==> config.mk <==
export PLATFORM = sky130hd
export DESIGN_NAME = holy_axi_read_arbiter_flat
export DESIGN_NICKNAME = d
export VERILOG_FILES = /design/src/rtl/holy_axi_read_arbiter_if.sv /design/src/rtl/holy_axi_read_arbiter.sv /design/src/flat_wrapper.sv
export SDC_FILE = /design/constraint.sdc
export NUM_CORES = 1
export LEC_CHECK = 0
export ABC_AREA = 0
export ABC_CLOCK_PERIOD_IN_PS = 4400
export BUFFER_PORTS_ARGS = -buffer_cell sky130_fd_sc_hd__buf_2
export CAP_MARGIN = 40
export CORE_MARGIN = 10
export CORE_UTILIZATION = 43
export DETAILED_ROUTE_END_ITERATION = 8
export GPL_TIMING_DRIVEN = 0
export HOLD_SLACK_MARGIN = 0.08
export PLACE_DENSITY_LB_ADDON = 0.15
export SYNTH_ARGS = -nofsm -noshare
export SYNTH_HDL_FRONTEND = slang
export SYNTH_SLANG_ARGS = --single-unit
==> constraint.sdc <==
create_clock -name clk -period 4.4 [get_ports clk]
set_input_delay 0.44 -clock clk [delete_from_list [all_inputs] [get_ports clk]]
set_output_delay 0.44 -clock clk [all_outputs]
set_load 0.005 [all_outputs]
==> src/rtl/holy_axi_read_arbiter_if.sv <==
// rtl/holy_axi_read_arbiter_if.sv - requestor and AXI read-channel bundle for holy_axi_read_arbiter
// master: the arbiter side; slave: the requestors plus AXI slave side.
interface holy_axi_read_arbiter_if #(
    parameter int NUM_REQ    = 2,
    parameter int ADDR_WIDTH = 32,
    parameter int DATA_WIDTH = 32,
    parameter int BEATS      = 8,
    parameter int ID_WIDTH   = 4
);
    localparam int BEAT_W = $clog2(BEATS);

    logic [NUM_REQ-1:0]            req_valid;
    logic [NUM_REQ-1:0]            req_ready;
    logic [NUM_REQ*ADDR_WIDTH-1:0] req_addr;
    logic [NUM_REQ-1:0]            rsp_valid;
    logic [DATA_WIDTH-1:0]         rsp_data;
    logic [BEAT_W-1:0]             rsp_beat;
    logic                          rsp_last;
    logic                          rsp_err;

    logic [ID_WIDTH-1:0]           axi_arid;
    logic [ADDR_WIDTH-1:0]         axi_araddr;
    logic [7:0]                    axi_arlen;
    logic [2:0]                    axi_arsize;
    logic [1:0]                    axi_arburst;
    logic                          axi_arvalid;
    logic                          axi_arready;
    logic [ID_WIDTH-1:0]           axi_rid;
    logic [DATA_WIDTH-1:0]         axi_rdata;
    logic [1:0]                    axi_rresp;
    logic                          axi_rlast;
    logic                          axi_rvalid;
    logic                          axi_rready;

    modport master (
        input  req_valid, req_addr,
        output req_ready, rsp_valid, rsp_data, rsp_beat, rsp_last, rsp_err,
        output axi_arid, axi_araddr, axi_arlen, axi_arsize, axi_arburst, axi_arvalid,
        input  axi_arready,
        input  axi_rid, axi_rdata, axi_rresp, axi_rlast, axi_rvalid,
        output axi_rready
    );

    modport slave (
        output req_valid, req_addr,
        input  req_ready, rsp_valid, rsp_data, rsp_beat, rsp_last, rsp_err,
        input  axi_arid, axi_araddr, axi_arlen, axi_arsize, axi_arburst, axi_arvalid,
        output axi_arready,
        output axi_rid, axi_rdata, axi_rresp, axi_rlast, axi_rvalid,
        input  axi_rready
    );
endinterface

==> src/rtl/holy_axi_read_arbiter.sv <==
// rtl/holy_axi_read_arbiter.sv - round-robin AXI read line-fill arbiter for NUM_REQ cache requestors
// Define HOLY_WRAP_BURST_EN for critical-word-first WRAP bursts; default is line-aligned INCR.
module holy_axi_read_arbiter #(
    parameter int NUM_REQ    = 2,
    parameter int ADDR_WIDTH = 32,
    parameter int DATA_WIDTH = 32,
    parameter int BEATS      = 8,
    parameter int ID_WIDTH   = 4
) (
    input  logic                    clk,
    input  logic                    rst_n,
    holy_axi_read_arbiter_if.master bus
);
    localparam int BEAT_W = $clog2(BEATS);
    localparam int OFF_W  = $clog2(DATA_WIDTH / 8);
    localparam int LINE_W = OFF_W + BEAT_W;
    localparam int PTR_W  = (NUM_REQ > 1) ? $clog2(NUM_REQ) : 1;
`ifdef HOLY_WRAP_BURST_EN
    localparam int         ALIGN_W = OFF_W;
    localparam logic [1:0] BURST   = 2'b10;
`else
    localparam int         ALIGN_W = LINE_W;
    localparam logic [1:0] BURST   = 2'b01;
`endif
    localparam logic [ADDR_WIDTH-1:0] ALIGN_MASK =
        ~((ADDR_WIDTH'(1) << ALIGN_W) - ADDR_WIDTH'(1));

    typedef enum logic [1:0] {IDLE, ADDR, DATA} state_t;

    state_t                state_q, state_d;
    logic [PTR_W-1:0]      ptr_q, ptr_d;
    logic [PTR_W-1:0]      gnt_q, gnt_d;
    logic [ADDR_WIDTH-1:0] addr_q, addr_d;
    logic [BEAT_W-1:0]     beat_q, beat_d;
    logic [BEAT_W-1:0]     cnt_q, cnt_d;
    logic                  drain_q, drain_d;

    logic [NUM_REQ-1:0]    req_rot;
    logic                  found;
    logic [PTR_W-1:0]      sel;
    logic [PTR_W:0]        sum;
    logic [PTR_W:0]        ptr_nxt;
    logic [ADDR_WIDTH-1:0] sel_addr;
    logic [NUM_REQ-1:0]    sel_oh;
    logic [NUM_REQ-1:0]    gnt_oh;
    logic [NUM_REQ-1:0]    req_ready_c;
    logic [BEAT_W-1:0]     beat_start;
    logic                  early_last;
    logic                  overrun;

    // Rotate so bit 0 is the requestor at ptr; the lowest set offset wins.
    always_comb begin
        req_rot = NUM_REQ'({bus.req_valid, bus.req_valid} >> ptr_q);
        found   = 1'b0;
        sel     = '0;
        sum     = '0;
        for (int k = NUM_REQ - 1; k >= 0; k--) begin
            if (req_rot[k]) begin
                found = 1'b1;
                sum   = {1'b0, ptr_q} + (PTR_W+1)'(k);
                if (sum >= (PTR_W+1)'(NUM_REQ)) begin
                    sum = sum - (PTR_W+1)'(NUM_REQ);
                end
                sel = sum[PTR_W-1:0];
            end
        end
        ptr_nxt = {1'b0, sel} + (PTR_W+1)'(1);
        if (ptr_nxt == (PTR_W+1)'(NUM_REQ)) begin
            ptr_nxt = '0;
        end
    end

    always_comb begin
        sel_addr = '0;
        sel_oh   = '0;
        gnt_oh   = '0;
        for (int i = 0; i < NUM_REQ; i++) begin
            if (sel == PTR_W'(i)) begin
                sel_addr  = bus.req_addr[i*ADDR_WIDTH +: ADDR_WIDTH];
                sel_oh[i] = 1'b1;
            end
            gnt_oh[i] = (gnt_q == PTR_W'(i));
        end
    end

`ifdef HOLY_WRAP_BURST_EN
    assign beat_start = addr_q[LINE_W-1:OFF_W];
`else
    assign beat_start = '0;
`endif

    always_comb begin
        state_d     = state_q;
        ptr_d       = ptr_q;
        gnt_d       = gnt_q;
        addr_d      = addr_q;
        beat_d      = beat_q;
        cnt_d       = cnt_q;
        drain_d     = drain_q;
        early_last  = 1'b0;
        overrun     = 1'b0;
        req_ready_c = '0;
        bus.rsp_valid   = '0;
        bus.rsp_data    = '0;
        bus.rsp_beat    = '0;
        bus.rsp_last    = 1'b0;
        bus.rsp_err     = 1'b0;
        bus.axi_arvalid = 1'b0;
        bus.axi_arid    = '0;
        bus.axi_araddr  = '0;
        bus.axi_arlen   = '0;
        bus.axi_arsize  = '0;
        bus.axi_arburst = '0;
        bus.axi_rready  = drain_q;

        // Stray beats after an overrun are swallowed until the slave sends rlast.
        if (state_q != DATA && drain_q && bus.axi_rvalid && bus.axi_rlast) begin
            drain_d = 1'b0;
        end

        case (state_q)
            IDLE: begin
                if (found) begin
                    req_ready_c = sel_oh;
                    gnt_d       = sel;
                    addr_d      = sel_addr & ALIGN_MASK;
                    ptr_d       = ptr_nxt[PTR_W-1:0];
                    state_d     = ADDR;
                end
            end
            ADDR: begin
                bus.axi_arvalid = 1'b1;
                bus.axi_arid    = ID_WIDTH'(gnt_q);
                bus.axi_araddr  = addr_q;
                bus.axi_arlen   = 8'(BEATS - 1);
                bus.axi_arsize  = 3'(OFF_W);
                bus.axi_arburst = BURST;
                if (bus.axi_arready) begin
                    beat_d  = beat_start;
                    cnt_d   = '0;
                    drain_d = 1'b0;
                    state_d = DATA;
                end
            end
            DATA: begin
                bus.axi_rready = 1'b1;
                if (bus.axi_rvalid) begin
                    early_last    = bus.axi_rlast && (cnt_q != BEAT_W'(BEATS - 1));
                    overrun       = !bus.axi_rlast && (cnt_q == BEAT_W'(BEATS - 1));
                    bus.rsp_valid = gnt_oh;
                    bus.rsp_data  = bus.axi_rdata;
                    bus.rsp_beat  = beat_q;
                    bus.rsp_last  = bus.axi_rlast || overrun;
                    bus.rsp_err   = (bus.axi_rresp != 2'b00) ||
                                    (bus.axi_rid != ID_WIDTH'(gnt_q)) ||
                                    early_last || overrun;
                    beat_d = beat_q + BEAT_W'(1);
                    cnt_d  = cnt_q + BEAT_W'(1);
                    if (bus.axi_rlast || overrun) begin
                        drain_d = overrun;
                        state_d = IDLE;
                    end
                end
            end
            default: state_d = IDLE;
        endcase
    end

    assign bus.req_ready = req_ready_c & {NUM_REQ{rst_n}};

    always_ff @(posedge clk or negedge rst_n) begin
        if (!rst_n) begin
            state_q <= IDLE;
            ptr_q   <= '0;
            gnt_q   <= '0;
            addr_q  <= '0;
            beat_q  <= '0;
            cnt_q   <= '0;
            drain_q <= 1'b0;
        end else begin
            state_q <= state_d;
            ptr_q   <= ptr_d;
            gnt_q   <= gnt_d;
            addr_q  <= addr_d;
            beat_q  <= beat_d;
            cnt_q   <= cnt_d;
            drain_q <= drain_d;
        end
    end
endmodule
==> src/flat_wrapper.sv <==
// flat-port wrapper written by rule: the top's interface ports become plain ports
module holy_axi_read_arbiter_flat 
#(
    parameter int NUM_REQ    = 2,
    parameter int ADDR_WIDTH = 32,
    parameter int DATA_WIDTH = 32,
    parameter int BEATS      = 8,
    parameter int ID_WIDTH   = 4
)
  (clk, rst_n, bus_req_valid, bus_req_addr, bus_req_ready, bus_rsp_valid, bus_rsp_data, bus_rsp_beat, bus_rsp_last, bus_rsp_err, bus_axi_arid, bus_axi_araddr, bus_axi_arlen, bus_axi_arsize, bus_axi_arburst, bus_axi_arvalid, bus_axi_arready, bus_axi_rid, bus_axi_rdata, bus_axi_rresp, bus_axi_rlast, bus_axi_rvalid, bus_axi_rready);
  holy_axi_read_arbiter_if #(.NUM_REQ(NUM_REQ), .ADDR_WIDTH(ADDR_WIDTH), .DATA_WIDTH(DATA_WIDTH), .BEATS(BEATS), .ID_WIDTH(ID_WIDTH)) bus_i ();
  input  logic clk;
  input  logic rst_n;
  input wire logic [$bits(bus_i.req_valid)-1:0] bus_req_valid;
  input wire logic [$bits(bus_i.req_addr)-1:0] bus_req_addr;
  output wire logic [$bits(bus_i.req_ready)-1:0] bus_req_ready;
  output wire logic [$bits(bus_i.rsp_valid)-1:0] bus_rsp_valid;
  output wire logic [$bits(bus_i.rsp_data)-1:0] bus_rsp_data;
  output wire logic [$bits(bus_i.rsp_beat)-1:0] bus_rsp_beat;
  output wire logic [$bits(bus_i.rsp_last)-1:0] bus_rsp_last;
  output wire logic [$bits(bus_i.rsp_err)-1:0] bus_rsp_err;
  output wire logic [$bits(bus_i.axi_arid)-1:0] bus_axi_arid;
  output wire logic [$bits(bus_i.axi_araddr)-1:0] bus_axi_araddr;
  output wire logic [$bits(bus_i.axi_arlen)-1:0] bus_axi_arlen;
  output wire logic [$bits(bus_i.axi_arsize)-1:0] bus_axi_arsize;
  output wire logic [$bits(bus_i.axi_arburst)-1:0] bus_axi_arburst;
  output wire logic [$bits(bus_i.axi_arvalid)-1:0] bus_axi_arvalid;
  input wire logic [$bits(bus_i.axi_arready)-1:0] bus_axi_arready;
  input wire logic [$bits(bus_i.axi_rid)-1:0] bus_axi_rid;
  input wire logic [$bits(bus_i.axi_rdata)-1:0] bus_axi_rdata;
  input wire logic [$bits(bus_i.axi_rresp)-1:0] bus_axi_rresp;
  input wire logic [$bits(bus_i.axi_rlast)-1:0] bus_axi_rlast;
  input wire logic [$bits(bus_i.axi_rvalid)-1:0] bus_axi_rvalid;
  output wire logic [$bits(bus_i.axi_rready)-1:0] bus_axi_rready;
  assign bus_i.req_valid = bus_req_valid;
  assign bus_i.req_addr = bus_req_addr;
  assign bus_req_ready = bus_i.req_ready;
  assign bus_rsp_valid = bus_i.rsp_valid;
  assign bus_rsp_data = bus_i.rsp_data;
  assign bus_rsp_beat = bus_i.rsp_beat;
  assign bus_rsp_last = bus_i.rsp_last;
  assign bus_rsp_err = bus_i.rsp_err;
  assign bus_axi_arid = bus_i.axi_arid;
  assign bus_axi_araddr = bus_i.axi_araddr;
  assign bus_axi_arlen = bus_i.axi_arlen;
  assign bus_axi_arsize = bus_i.axi_arsize;
  assign bus_axi_arburst = bus_i.axi_arburst;
  assign bus_axi_arvalid = bus_i.axi_arvalid;
  assign bus_i.axi_arready = bus_axi_arready;
  assign bus_i.axi_rid = bus_axi_rid;
  assign bus_i.axi_rdata = bus_axi_rdata;
  assign bus_i.axi_rresp = bus_axi_rresp;
  assign bus_i.axi_rlast = bus_axi_rlast;
  assign bus_i.axi_rvalid = bus_axi_rvalid;
  assign bus_axi_rready = bus_i.axi_rready;
  holy_axi_read_arbiter #(.NUM_REQ(NUM_REQ), .ADDR_WIDTH(ADDR_WIDTH), .DATA_WIDTH(DATA_WIDTH), .BEATS(BEATS), .ID_WIDTH(ID_WIDTH)) u_core (.clk(clk), .rst_n(rst_n), .bus(bus_i));
endmodule
Word level (Yosys, flattened, before mapping)
Index checks and enable logic that the tools add are counted.
{"block": "word_totals", "ff_bits": 38, "inputBits": 109, "out_inout_bits": 92, "elab_cells": 89}
{"block": "classes", "add_sub_neg": 6, "n_lt_le_gt_ge": 2, "n_eq_ne": 11, "shift": 1, "mux": 44, "bitwise": 2, "reduce_logical": 16}
{"operator": "32-bit 2-to-1 mux", "n": 4}
{"operator": "1-bit 2-to-1 mux", "n": 21}
{"operator": "2-bit 2-to-1 mux", "n": 9}
{"operator": "3-bit 2-to-1 mux", "n": 6}
{"operator": "3-bit case mux with 2 select lines", "n": 2}
{"operator": "3-bit by 1-bit adder with 3-bit output, second input constant", "n": 2}
{"operator": "2-bit != test, second input constant", "n": 3}
{"operator": "2-bit case mux with 3 select lines", "n": 1}
{"operator": "1-bit logical AND", "n": 5}
{"operator": "1-bit by 1-bit adder with 2-bit output, second input constant", "n": 2}
{"operator": "2-bit == test, second input constant", "n": 2}
{"operator": "1-bit logical OR", "n": 4}
{"operator": "2-bit by 1-bit != test with 1-bit output, second input constant", "n": 2}
{"operator": "4-bit by 1-bit != test with 1-bit output", "n": 1}
{"operator": "4-bit AND reduction", "n": 1}
{"operator": "2-bit nonzero test", "n": 2}
{"operator": "4-bit by 1-bit >> shifter with 2-bit output", "n": 1}
{"operator": "3-bit == test, second input constant", "n": 1}
{"operator": "3-bit != test, second input constant", "n": 1}
{"operator": "3-bit AND reduction", "n": 1}
{"operator": "2-bit AND", "n": 1}
{"operator": "2-bit by 1-bit == test with 1-bit output, second input constant", "n": 1}
{"operator": "1-bit by 2-bit >= comparator with 1-bit output, second input constant", "n": 1}
{"operator": "2-bit >= comparator, second input constant", "n": 1}
{"operator": "6 further kinds", "n": 7}

Depth between registers and ports, before layout
Gate-level depths: netlist of run 1.
{"block": "depth", "word_depth": 9, "mapped_depth": 6}

Worst setup path before layout of run 1
Ideal clock, no wire load.
{"block": "synth_timing", "kind": "register to output", "startpoint": "register u_core.state_q[1]", "endpoint": "output bus_axi_araddr[21]", "arrival_ns": 1.357, "t_required_ns": 3.960, "path_slack_ns": 2.603, "stages_incl_launch_ff": 6, "path_cell_list": "dfrtp_1 inv_1 ha_1 clkbuf_1 clkbuf_1 and2_1"}
{"block": "synth_between", "elab_chain_len": 2}
{"item": "start: declaration", "line_no": "holy_axi_read_arbiter.sv:30", "text": "state_t state_q, state_d;"}
{"item": "start signal: assignment", "line_no": "holy_axi_read_arbiter.sv:181", "text": "state_q <= state_d;"}
{"item": "2-bit by 1-bit == test with 1-bit output", "line_no": "holy_axi_read_arbiter.sv:121", "text": "case (state_q)"}
{"item": "32-bit 2-to-1 mux", "line_no": "holy_axi_read_arbiter.sv:121"}
{"item": "end: declaration", "line_no": "flat_wrapper.sv:23", "text": "output wire logic [$bits(bus_i.axi_araddr)-1:0] bus_axi_araddr;"}
No other way between the ends.

Worst setup path in the final report of run 1
{"block": "layout_timing", "startpoint": "register u_core.state_q[1]", "endpoint": "output bus_axi_araddr[24]"}
The elaborated chain is that of the path after synthesis.

==> results of run 1 <==
-- how the worst min path moves through the flow --
stage                             startpoint                            end
6_report                    bus_req_addr[39]   u_core.addr_q[7]$_DFFE_PN0P_
4_1_cts                     bus_req_addr[39]   u_core.addr_q[7]$_DFFE_PN0P_
2_1_floorplan                          rst_n  u_core.addr_q[10]$_DFFE_PN0P_
5_1_grt                     bus_req_addr[39]   u_core.addr_q[7]$_DFFE_PN0P_
3_3_place_gp   u_core.addr_q[21]$_DFFE_PN0P_  u_core.addr_q[21]$_DFFE_PN0P_
3_5_place_dp                           rst_n   u_core.addr_q[8]$_DFFE_PN0P_
-- stage by stage --
stage | power (mW) | utilization [%] | setup slack (ps) | hold WS, ps
after floorplan | 1.17 | - | 2600 | 144
after global placement | 1.53 | 63.2 | 2070 | 460
after detailed placement | 1.55 | 63.6 | 2070 | 395
after CTS | 1.80 | 65.3 | 1740 | 362
after global routing | 1.94 | 65.3 | 1530 | 369
final | 1.77 | 65.3 | 1810 | 369
-- where the power goes --
part	switching (mW)	internal, mW	leakage, nW	total, mW
clock	0.127	0.112	0.0452	0.239
sequential	0.0842	0.501	0.477	0.585
combinational	0.494	0.456	1.78	0.950
total	0.705	1.07	2.30	1.77
-- logic make-up (layout without fill, tap and decap cells) --
logic type	after synthesis	after routing	share of synthesized area, %
adder cells (fa/ha/maj)	7	7	3.34
AO/OA/AOI/OAI	48	48	13.2
AND/OR/NAND/NOR	122	122	26.4
multiplexers	19	19	7.56
XOR/XNOR	2	2	0.687
flip-flops	38	38	37.3
buffers and inverters	49	233	11.3
other	1	16	0.147
-- cell type report --
class | count | area (µm²)
sequential | 38 | 951
tap | 72 | 90.1
multi-input combinational | 214 | 1370
clock buffer | 6 | 72.6
buffer | 43 | 267
fill | 527 | 1960
clock inverter | 2 | 13.8
timing repair buffer | 176 | 901
inverter | 6 | 22.5
-- per-layer routing --
layer	part of all wire [%]	wire, µm	vias to the layer above	GRT usage, %
li1	-	-	1356	-
met1	40	3650	1242	21.1
met2	49	4430	128	32.0
met3	11	964	6	7.10
met5	0	0	-	0
met4	0.75	68	0	3.38
-- layout by cell type (no fill, tap or decap), types with 2 or more instances in the layout --
cell type / Yosys / layout
o21ai_1: 18 / 18
and3_1: 46 / 46
ha_1: 6 / 6
xor2_1: 2 / 2
clkbuf_8: 0 / 5
a21oi_1: 4 / 4
buf_4: 21 / 21
buf_2: 3 / 177
o21ai_0: 4 / 4
nand3_1: 3 / 3
conb_1: 1 / 16
a21o_1: 2 / 2
mux2i_1: 17 / 17
clkbuf_1: 16 / 17
a22o_1: 6 / 6
nor2_1: 12 / 12
dfrtp_1: 38 / 38
mux2_2: 2 / 2
a221o_1: 10 / 10
buf_6: 3 / 3
nand2_1: 23 / 23
and2_1: 29 / 29
inv_1: 6 / 6
-- registers in the layout (all words and copies together) (netlist names) --
register / count
u_core.addr_q: 27
u_core.beat_q: 3
u_core.cnt_q: 3
u_core.state_q: 2
u_core.drain_q: 1
u_core.gnt_q: 1
u_core.ptr_q: 1
-- worst max-delay path, cell delays in order (launching register included) --
cell and delay (ps):
dfrtp_1 400, inv_1 80, ha_1 390, clkbuf_1 360
clkbuf_1 320, and2_1 190, buf_2 120
==> impl_metrics.json, run 1 <==
{
  "hold_path_depth": 2,
  "n_antenna_cell": 0,
  "maxCapViolations": 0,
  "yosysTopAreaCell": "dfrtp_1",
  "drt_iter0_drc": 64,
  "synthDistinctLibCells": 36,
  "dominantRegCellSynth": "dfrtp_1",
  "gp_congestion": 0.858,
  "die_area_um2": 9410,
  "drc": 0,
  "cts.sinks": 38,
  "arrival_ps": 2150,
  "cp_max_fo": 11,
  "numCtsBuffers": 5,
  "worst-r2r-setup-slack_ps": 2640,
  "die_x_um": 97.0,
  "timing.critical_path.from": "u_core.state_q[1]$_DFFE_PN0P_",
  "design_area_um2": 3680,
  "die_y_um": 97.0,
  "critPathKind": "reg2out",
  "synthesis.area_um2": 2550,
  "power.leakage_nw": 2.30,
  "placedCellCount": 548,
  "place_area_um2": 3590,
  "grt_antenna_before_repair": 0,
  "cts_tree": "yes",
  "fin_crit_sh_pct": 58.9,
  "fmax_mhz": 386,
  "rsz0062_at_grt": "false",
  "wl_per_cell_um": 16.4,
  "grt_pass1_vias": 2753,
  "grt_pass1_wl_um": 14500,
  "cts_max_path_buffers": 2,
  "grt_usage_pct": 18.5,
  "vdd_ir_drop_max_mv": 0.252,
  "start_util_pct": 45.2,
  "ctsRootBufferMaster": "clkbuf_8",
  "endpoint": "bus_axi_araddr[24]",
  "route.antenna.remaining_nets": 0,
  "synth_area_leaders": "dfrtp_1 37%, and3_1 11%, and2_1 7.1%",
  "cts-resized-gates": 0,
  "synth_edf_count": 0,
  "power_density_nw_per_um2": 482,
  "status": "finished clean",
  "post-dp-hpwl_um": 7710,
  "io_buffers": 174,
  "hold_class": "in2reg",
  "ys_seq_area_share_pct": 37.3,
  "cts_setup_buffers": 0,
  "yosys_warnings": 0,
  "overflow": 0,
  "nets": 599,
  "fin_tns_setup_ps": 0,
  "finalMaxSlewViolations": 0,
  "cts_htree_levels": 2,
  "rows": 27,
  "cp-end-kind": "output pin",
  "r2r_end": "u_core.cnt_q[0]$_DFFE_PN0P_",
  "postRouteWirelength_um": 9110,
  "hold_violations": 0,
  "cts.clk_slew.worst_paths_ps": 80,
  "fin_crit_ps": 2590,
  "ys_ff_latch": 38,
  "final-instance-count-excl-fill": 557,
  "firstDrtPassIters": 4,
  "drive_gt1_share_pct": 44.3,
  "setup_viol": 0,
  "ios": 201,
  "crit_required_ps": 3960,
  "coreArea_um2": 5640,
  "viasPerCell": 4.90,
  "r2r_cells": 6,
  "syn_to_final_growth_pct": 44.5,
  "synthTopCellsByCount": "46 x and3_1, 38 x dfrtp_1, 29 x and2_1",
  "synthCells": 286,
  "start_kind": "flop",
  "cts_hold_buf": 1,
  "worst_r2r_startpoint": "u_core.state_q[1]$_DFFE_PN0P_",
  "clk_latency_ps": 290,
  "vias": 2732,
  "grt_max_degree": 26,
  "synthArstFlopShare_pct": 100,
  "synth.most_common_cell": "and3_1",
  "syn_area_per_cell_um2": 8.92,
  "synth_top_area_share_pct": 37.3,
  "skew_ps": 8.07
}
Note: power is estimated with default switching activity, not from simulation.
==> inputs of run 2 (changes only) <==
- ABC_AREA: 0 -> 1
- ABC_CLOCK_PERIOD_IN_PS: 4400 -> 2500
- CORE_UTILIZATION: 43 -> 41
- clock period: 4.4 -> 2.5 ns (I/O delays scaled with it)
==> run 2 against run 1 <==
Register-to-register slack got worse by 1600 ps. Largest cell class unchanged. Critical path type unchanged. Sequential share of layout area fell by 1.4 points. Highest routed layer unchanged. Clock skew fell by 1.3 ps. First-iteration DRC count rose by 39%.
==> impl_metrics.json, run 2 <==
{
  "postRouteWirelength_um": 9010,
  "synthArstFlopShare_pct": 100,
  "die_y_um": 102,
  "fin_crit_ps": 2170,
  "cts.sinks": 38,
  "ys_seq_area_share_pct": 34.4,
  "grt_max_degree": 38,
  "maxCapViolations": 0,
  "cts-resized-gates": 0,
  "vias": 3055,
  "critPathKind": "reg2out",
  "fmax_mhz": 461,
  "top_register": "u_core.addr_q",
  "synth_edf_count": 0,
  "cp_max_fo": 10,
  "drc": 0,
  "finalMaxSlewViolations": 0,
  "rsz0062_at_grt": "false",
  "status": "finished clean",
  "fill_cells": 654,
  "yosys_warnings": 0,
  "wl_per_cell_um": 12.8,
  "rows": 29,
  "io_buffers": 173,
  "vdd_ir_drop_max_mv": 0.390,
  "placedCellCount": 699,
  "grt_antenna_before_repair": 0,
  "drive_gt1_share_pct": 36.9,
  "nets": 745,
  "worst_r2r_startpoint": "u_core.state_q[1]$_DFFE_PN0P_",
  "holdCritStartpoint": "bus_req_addr[40]",
  "post-dp-hpwl_um": 7430,
  "worst_slew_pin_slew_ps": 515,
  "fin_crit_sh_pct": 86.8,
  "hold_class": "in2reg",
  "final_cell_mix": "184 x buf_2, 151 x nand2_1, 78 x inv_1",
  "layout_commonest_cell": "buf_2",
  "drt_iter0_drc": 89,
  "top_regs": "u_core.addr_q (27), u_core.beat_q (3), u_core.cnt_q (3)",
  "synth_area_leaders": "dfrtp_1 34%, nand2_1 21%, inv_1 11%",
  "yosysTopAreaCell": "dfrtp_1",
  "dominantRegCellSynth": "dfrtp_1",
  "setup_viol": 0,
  "route.antenna.remaining_nets": 0,
  "cts_tree": "yes",
  "power.leakage_nw": 2.77,
  "largest_reg_flops": 27,
  "n_antenna_cell": 0,
  "die_x_um": 102,
  "cts.clk_slew.worst_paths_ps": 70,
  "die_area_um2": 10400,
  "cts_htree_levels": 2,
  "synthTopCellsByCount": "151 x nand2_1, 78 x inv_1, 48 x nor2_1",
  "firstDrtPassIters": 4,
  "fin_tns_setup_ps": 0,
  "start_util_pct": 42.8,
  "arrival_ps": 1920,
  "viasPerCell": 4.33,
  "start_kind": "flop",
  "power_density_nw_per_um2": 823,
  "cts_setup_buffers": 0,
  "synth.most_common_cell": "nand2_1",
  "skew_ps": 6.73,
  "crit_required_ps": 2250,
  "ctsRootBufferMaster": "clkbuf_8",
  "ys_ff_latch": 38,
  "numCtsBuffers": 5,
  "final-instance-count-excl-fill": 706,
  "synthDistinctLibCells": 25,
  "syn_to_final_growth_pct": 40.9,
  "synth_top_area_share_pct": 34.4,
  "worst-r2r-setup-slack_ps": 1000,
  "coreArea_um2": 6460,
  "grt_pass1_vias": 3068,
  "cp-end-kind": "output pin",
  "ios": 201,
  "synthCells": 433,
  "hold_violations": 0,
  "timing.critical_path.from": "u_core.state_q[1]$_DFFE_PN0P_",
  "clk_latency_ps": 280,
  "grt_pass1_wl_um": 14100,
  "gp_congestion": 0.798,
  "overflow": 0,
  "synthesis.area_um2": 2760,
  "relSlewSlack_pct": 65.7,
  "grt_usage_pct": 16.4,
  "cts_hold_buf": 1,
  "syn_area_per_cell_um2": 6.38,
  "cts_max_path_buffers": 2
}
run 2: where the power goes:
group          switching (mW)  leakage (nW)  internal [mW]
clock                   0.202        0.0431          0.213
sequential              0.162         0.475          0.899
combinational            1.00          2.25          0.729
total                    1.36          2.77           1.84
run 2: worst paths after layout:
check	cells after the start	end
hold reg to reg	2	u_core.addr_q[23]$_DFFE_PN0P_
setup / recovery	7	bus_axi_araddr[27]
hold / removal	3	u_core.addr_q[8]$_DFFE_PN0P_
min in group asynchronous	2	u_core.addr_q[27]$_DFFE_PN0P_
max in group asynchronous	3	u_core.beat_q[0]$_DFFE_PN0P_
setup reg to reg	8	u_core.beat_q[2]$_DFFE_PN0P_
run 2: final cells by class:
class                           instances  area (µm²)  area share, %
Timing Repair Buffer                  175         896           23.0
Inverter                               79         299           7.68
Multi-Input combinational cell        291        1280           33.0
Clock buffer                            6        82.6           2.12
Tap cell                               77        96.3           2.47
Buffer                                 40         285           7.33
Sequential cell                        38         951           24.4
run 2: per-layer routing:
layer	GRT usage [%]	share of wire, %
met1	18.1	40
met2	29.3	48
met3	6.75	12
met4	2.93	0.30
met5	0	0
run 2: through the flow:
stage | setup slack (ps) | instance area, µm² | util, % | hold slack, ps | power, mW
after floorplan | 979 | 2820 | - | -45.6 | 2.16
after global placement | 632 | 3780 | 58.5 | 412 | 2.78
after detailed placement | 588 | 3800 | 58.9 | 61.8 | 2.83
after CTS | 266 | 3890 | 60.3 | 157 | 3.26
after global routing | 116 | 3890 | 60.3 | 158 | 3.55
final | 330 | 3890 | 60.3 | 169 | 3.21
run 2: cell families after synthesis:
| group | Yosys count | share of synthesized area [%] |
|---|---|---|
| simple gates | 258 | 39.1 |
| buf+inv | 119 | 21.2 |
| flops | 38 | 34.4 |
| compound gates | 9 | 1.81 |
| fa+ha+maj | 6 | 2.72 |
| xor+xnor | 2 | 0.634 |
| other cells | 1 | 0.136 |
run 2: worst max-delay path, stage by stage (launching register included):
cell	delay (ps)
dfrtp_1	380
inv_1	100
ha_1	350
buf_2	300
buf_2	260
nand2_1	80
inv_1	60
buf_2	100
